===== src/rtl/skinny_dec_fsm.sv =====
// Round controller for SKINNY decryption: a forward tweakey-schedule pass, then ROUNDS
// inverse rounds. Consecutive blocks run back to back until `last` is seen.
module skinny_dec_fsm #(
    parameter int ROUNDS = 40
) (
    input  logic         clk,
    input  logic         reset,
    input  logic         start,
    input  logic         last,
    input  logic [127:0] pt_in,
    output logic         load,
    output logic         tk_fwd,
    output logic         round_inv,
    output logic [5:0]   rc_idx,
    output logic         done,
    output logic         busy,
    output logic [127:0] pt_out,
    output logic         pt_valid
);

    localparam int CW = (ROUNDS > 1) ? $clog2(ROUNDS) : 1;
    localparam logic [CW-1:0] LAST_CNT = CW'(ROUNDS - 1);
    localparam logic [5:0]    RC_MAX   = 6'(ROUNDS - 1);

    typedef enum logic [1:0] {
        S_IDLE   = 2'd0,
        S_TK_FWD = 2'd1,
        S_DEC    = 2'd2
    } state_t;

    state_t          state_r;
    state_t          next_state_s;
    logic [CW-1:0]   cnt_r;
    logic [CW-1:0]   next_cnt_s;
    logic            final_s;

    assign final_s = (cnt_r == LAST_CNT);
    assign busy    = (state_r != S_IDLE);

    // State and round-counter register
    always_ff @(posedge clk) begin
        if (reset) begin
            state_r <= S_IDLE;
            cnt_r   <= '0;
        end else begin
            state_r <= next_state_s;
            cnt_r   <= next_cnt_s;
        end
    end

    // Next-state and counter logic
    always_comb begin
        next_state_s = state_r;
        next_cnt_s   = cnt_r;
        case (state_r)
            S_IDLE: begin
                if (start) begin
                    next_state_s = S_TK_FWD;
                    next_cnt_s   = '0;
                end else begin
                    next_state_s = S_IDLE;
                end
            end
            S_TK_FWD: begin
                if (final_s) begin
                    next_state_s = S_DEC;
                    next_cnt_s   = '0;
                end else begin
                    next_cnt_s   = cnt_r + CW'(1);
                end
            end
            S_DEC: begin
                if (final_s) begin
                    // The next block's load overlaps this cycle, so no idle bubble
                    next_state_s = last ? S_IDLE : S_TK_FWD;
                    next_cnt_s   = '0;
                end else begin
                    next_cnt_s   = cnt_r + CW'(1);
                end
            end
            default: begin
                next_state_s = S_IDLE;
                next_cnt_s   = '0;
            end
        endcase
    end

    // Datapath strobes and round-constant index
    always_comb begin
        load      = 1'b0;
        tk_fwd    = 1'b0;
        round_inv = 1'b0;
        done      = 1'b0;
        rc_idx    = 6'd0;
        case (state_r)
            S_IDLE: begin
                load = start;
            end
            S_TK_FWD: begin
                tk_fwd = 1'b1;
                rc_idx = 6'(cnt_r);
            end
            S_DEC: begin
                round_inv = 1'b1;
                rc_idx    = RC_MAX - 6'(cnt_r);
                done      = final_s;
                load      = final_s & ~last;
            end
            default: begin
                load = 1'b0;
            end
        endcase
    end

    // Plaintext capture register and its valid flag
    always_ff @(posedge clk) begin
        if (reset) begin
            pt_out   <= 128'd0;
            pt_valid <= 1'b0;
        end else begin
            pt_valid <= done;
            if (done) begin
                pt_out <= pt_in;
            end else begin
                pt_out <= pt_out;
            end
        end
    end

endmodule


===== config.mk =====
export PLATFORM = sky130hd
export DESIGN_NAME = skinny_dec_fsm
export DESIGN_NICKNAME = d
export VERILOG_FILES = /design/src/rtl/skinny_dec_fsm.sv
export SDC_FILE = /design/constraint.sdc
export NUM_CORES = 1
export LEC_CHECK = 0
export BUFFER_PORTS_ARGS = -buffer_cell sky130_fd_sc_hd__buf_2
export CAP_MARGIN = 20
export CORE_MARGIN = 4
export CORE_UTILIZATION = 30
export DETAILED_ROUTE_END_ITERATION = 8
export PLACE_DENSITY_LB_ADDON = 0.1
export SLEW_MARGIN = 10
export SYNTH_ARGS = -nofsm -noshare
export SYNTH_HDL_FRONTEND = slang
export SYNTH_SLANG_ARGS = --single-unit

===== constraint.sdc =====
create_clock -name clk -period 1.45 [get_ports clk]
set_input_delay 0 -clock clk [delete_from_list [all_inputs] [get_ports clk]]
set_output_delay 0 -clock clk [all_outputs]
set_load 0.01 [all_outputs]

==> flow_metrics.py <==
metrics = {
    "detailed_routing": {
        "ant_nets": 0,
        "vias_per_cell": 4.846,
        "totalWireLength_mm": 24.86,
        "wire_per_inst_um": 18.76,
        "vias": 6421,
        "initialDrtViolationCount": 169,
        "first_pass_iters": 4,
        "drcViolationCount": 0,
    },
    "sta": {
        "max_freq_mhz": 614.1,
        "fin_ws_ns": -0.1784,
        "skew_ns": 0.006803,
        "rsz0062_at_grt": "yes",
        "hold_violations": 0,
        "worst_slew_pin_slew_ns": 0.6054,
        "slew_headroom_pct": 59.64,
        "setup_violations": 141,
        "timing.final.crit_share_pct": 112.3,
        "maxSlewViolCount": 0,
        "period_needed_ns": 1.628,
    },
    "cts": {
        "root_buffer": "clkbuf_16",
        "clk_pin_slew_ns": 0.06,
        "cts_inserted_buffers": 17,
        "clockBufferDepth": 2,
        "h-tree-depth": 4,
        "cts_tree": "built",
        "cts.sinks": 137,
        "worstSkewPairLatency_ns": 0.42,
    },
    "setup_path": {
        "end_kind": "flop",
        "crit_required_ns": 1.73,
        "path_cells": "inv_4, ha_4, buf_12, nand4_4, buf_4, clkbuf_16, clkbuf_16, nand2_1, a21oi_2",
        "worstPathMaxFanout": 8,
        "path_class": "reg -> reg",
        "crit_path_start_kind": "flop",
        "cp_slowest_cell": "dfxtp_2",
        "max_stage_delay_ns": 0.33,
        "cpMostUsedCell": "clkbuf_16",
        "crit_arrival_ns": 1.91,
        "r2r_cells": 9,
    },
    "global_route": {
        "met2_usage_pct": 33.73,
        "grt_util_met3_pct": 5.077,
        "antenna_found_initial": 0,
        "grt.met1_usage_pct": 21.01,
        "busiest_layer": "met2",
        "grt_pass1_wl_mm": 27.78,
        "grt_pass1_vias": 5693,
        "globalRoute.totalOverflow": 0,
        "groute.usage.overall_pct": 18.69,
        "grt_max_degree": 67,
    },
    "placement": {
        "gp_congestion": 0.8153,
        "pre_cts_slack_ns": -0.02035,
        "hpwl_mm": 11.90,
        "portBuffers": 271,
        "place_area_um2": 6713,
    },
    "synthesis": {
        "ys_types": 27,
        "syn-num-nets": 773,
        "ys_top_cells_by_count": "nand2_1, dfxtp_1, a21oi_1, clkbuf_1",
        "synth_seq_cells": 137,
        "synth_top_area_cell": "dfxtp_1",
        "syn_area_per_cell_um2": 7.900,
        "synth_edf_count": 0,
        "synthFlopType": "dfxtp_1",
        "yosysMostFrequentCell": "nand2_1",
        "async_reset_ff_share_pct": 0,
        "synth_area_leaders": "dfxtp_1, nand2_1, a21oi_1",
        "yosysWarnings": 0,
        "yosysSeqAreaShare_pct": 54.76,
        "synth.top_cell.area_share_pct": 54.76,
        "syn_inst": 634,
        "syn_area_um2": 5009,
    },
    "die": {
        "initial_utilization_pct": 31.08,
        "die_y_um": 137.2,
        "die_area_um2": 18830,
        "io_pins": 272,
        "fp.coreArea_um2": 16120,
        "num_rows": 46,
        "die_w_um": 137.2,
    },
    "cells_and_area": {
        "layout-drive-gt1-share_pct": 66.19,
        "antenna_cells": 0,
        "final_area_um2": 11610,
        "nets": 1235,
        "area_growth_pct": 131.8,
        "fin_util_pct": 72.03,
    },
    "power_and_ir_drop": {
        "powerDensity_nw_per_um2": 820.1,
        "ir_drop_mv": 0.8144,
        "power.leakage_nw": 5.329,
    },
    "run_status": {
        "outcome": "complete, but fails checks",
        "violations": "setup timing",
    },
    "job": {
        "maxCapViolations": 0,
    },
    "min_path": {
        "hold_class": "in -> reg",
        "hold_depth": 2,
    },
}
==> power breakdown <==
part	total (mW)	internal (mW)	switching [mW]
clock network	4.96	3.28	1.68
logic	0.794	0.446	0.348
registers	3.77	3.77	0.00334
==> layer usage <==
| layer | vias up | wire length (um) |
|---|---|---|
| met3 | 62 | 1319 |
| met4 | 0 | 737 |
| met5 | - | 0 |
| li1 | 2998 | - |
| met2 | 242 | 12990 |
| met1 | 3119 | 9810 |
==> cell families after synthesis <==
group	count (synthesis)	synth area share [%]
fa+ha+maj	7	1.749
mux	3	0.6744
flops	137	54.76
buf+inv	55	5.521
compound gates	147	15.01
simple gates	285	22.28
==> worst paths after layout <==
check / start / end / slack (ns)
setup / recovery: state_r[0]$_SDFFE_PP0P_ / pt_out[72]$_SDFFE_PP0P_ / -0.18
setup reg to reg: state_r[0]$_SDFFE_PP0P_ / pt_out[72]$_SDFFE_PP0P_ / -0.18
hold reg to reg: pt_out[30]$_SDFFE_PP0P_ / pt_out[30]$_SDFFE_PP0P_ / 0.45
hold / removal: reset / pt_valid$_SDFF_PP0_ / 0.08
==> layout make-up <==
class,count,area (um2)
fillers,1146,4508
repair buffers,490,4195
multi-input cells,442,3674
flip-flops and latches,137,2754
clock buffers,21,450.4
well taps,216,270.3
clock inverters,11,219.0
inverters,8,45.04
==> stage by stage <==
stage          hold WS (ns)  cells  setup TNS [ns]  power [mW]
5_1_grt             0.08458   1325          -22.16       9.787
4_1_cts           0.0006465   1270         -0.8405       9.431
6_report            0.07773   1325          -14.69       9.520
3_3_place_gp         0.2404   1101        -0.03200       4.207
2_1_floorplan        0.1360    634       -0.007405       3.955
3_5_place_dp         0.2463   1101        -0.07372       4.207
==> critical path: cells and delay by family, from the launching register on <==
| family | cells | cell delay (ns) |
|---|---|---|
| buffers and inverters | 5 | 0.69 |
| and+or+nand+nor | 2 | 0.23 |
| AOI/OAI and AO/OA | 1 | 0.07 |
| DFF | 1 | 0.33 |
| adders and majority gates | 1 | 0.17 |
==> state kept, by name (all words and copies together) (netlist names) <==
register  cells
state_r       2
cnt_r         6
pt_valid      1
pt_out      128
==> cell usage in the layout, fill, tap and decap left out, drive strengths merged <==
cell type    instances
a31oi                4
clkinv               4
nand3                3
nand4b               1
mux2                 3
ha                   7
inv                  8
dlygate4sd3        130
a21oi              136
nand2b               2
a22oi                1
and3                 1
and2                 1
or4                  1
clkinvlp             1
dfxtp              137
a211o                1
nand4                3
clkbuf              46
bufinv               6
buf                335
a211oi               2
nand2              264
nor3                 3
nand3b               1
nor2                 4
o21ai                3
nor2b                1
==> repair_timing <==
| action | 4_1_cts | 5_1_grt |
|---|---|---|
| hold buffers | 130 | 0 |
| gates cloned | 3 | 36 |
| hold endpoints to repair | 129 | 0 |
| resized for setup | 35 | 496 |
| pin swaps | 9 | 238 |
| setup buffers | 4 | 20 |
| endpoints found under the setup margin | 36 | 140 |
(Power assumes the default switching activity.)
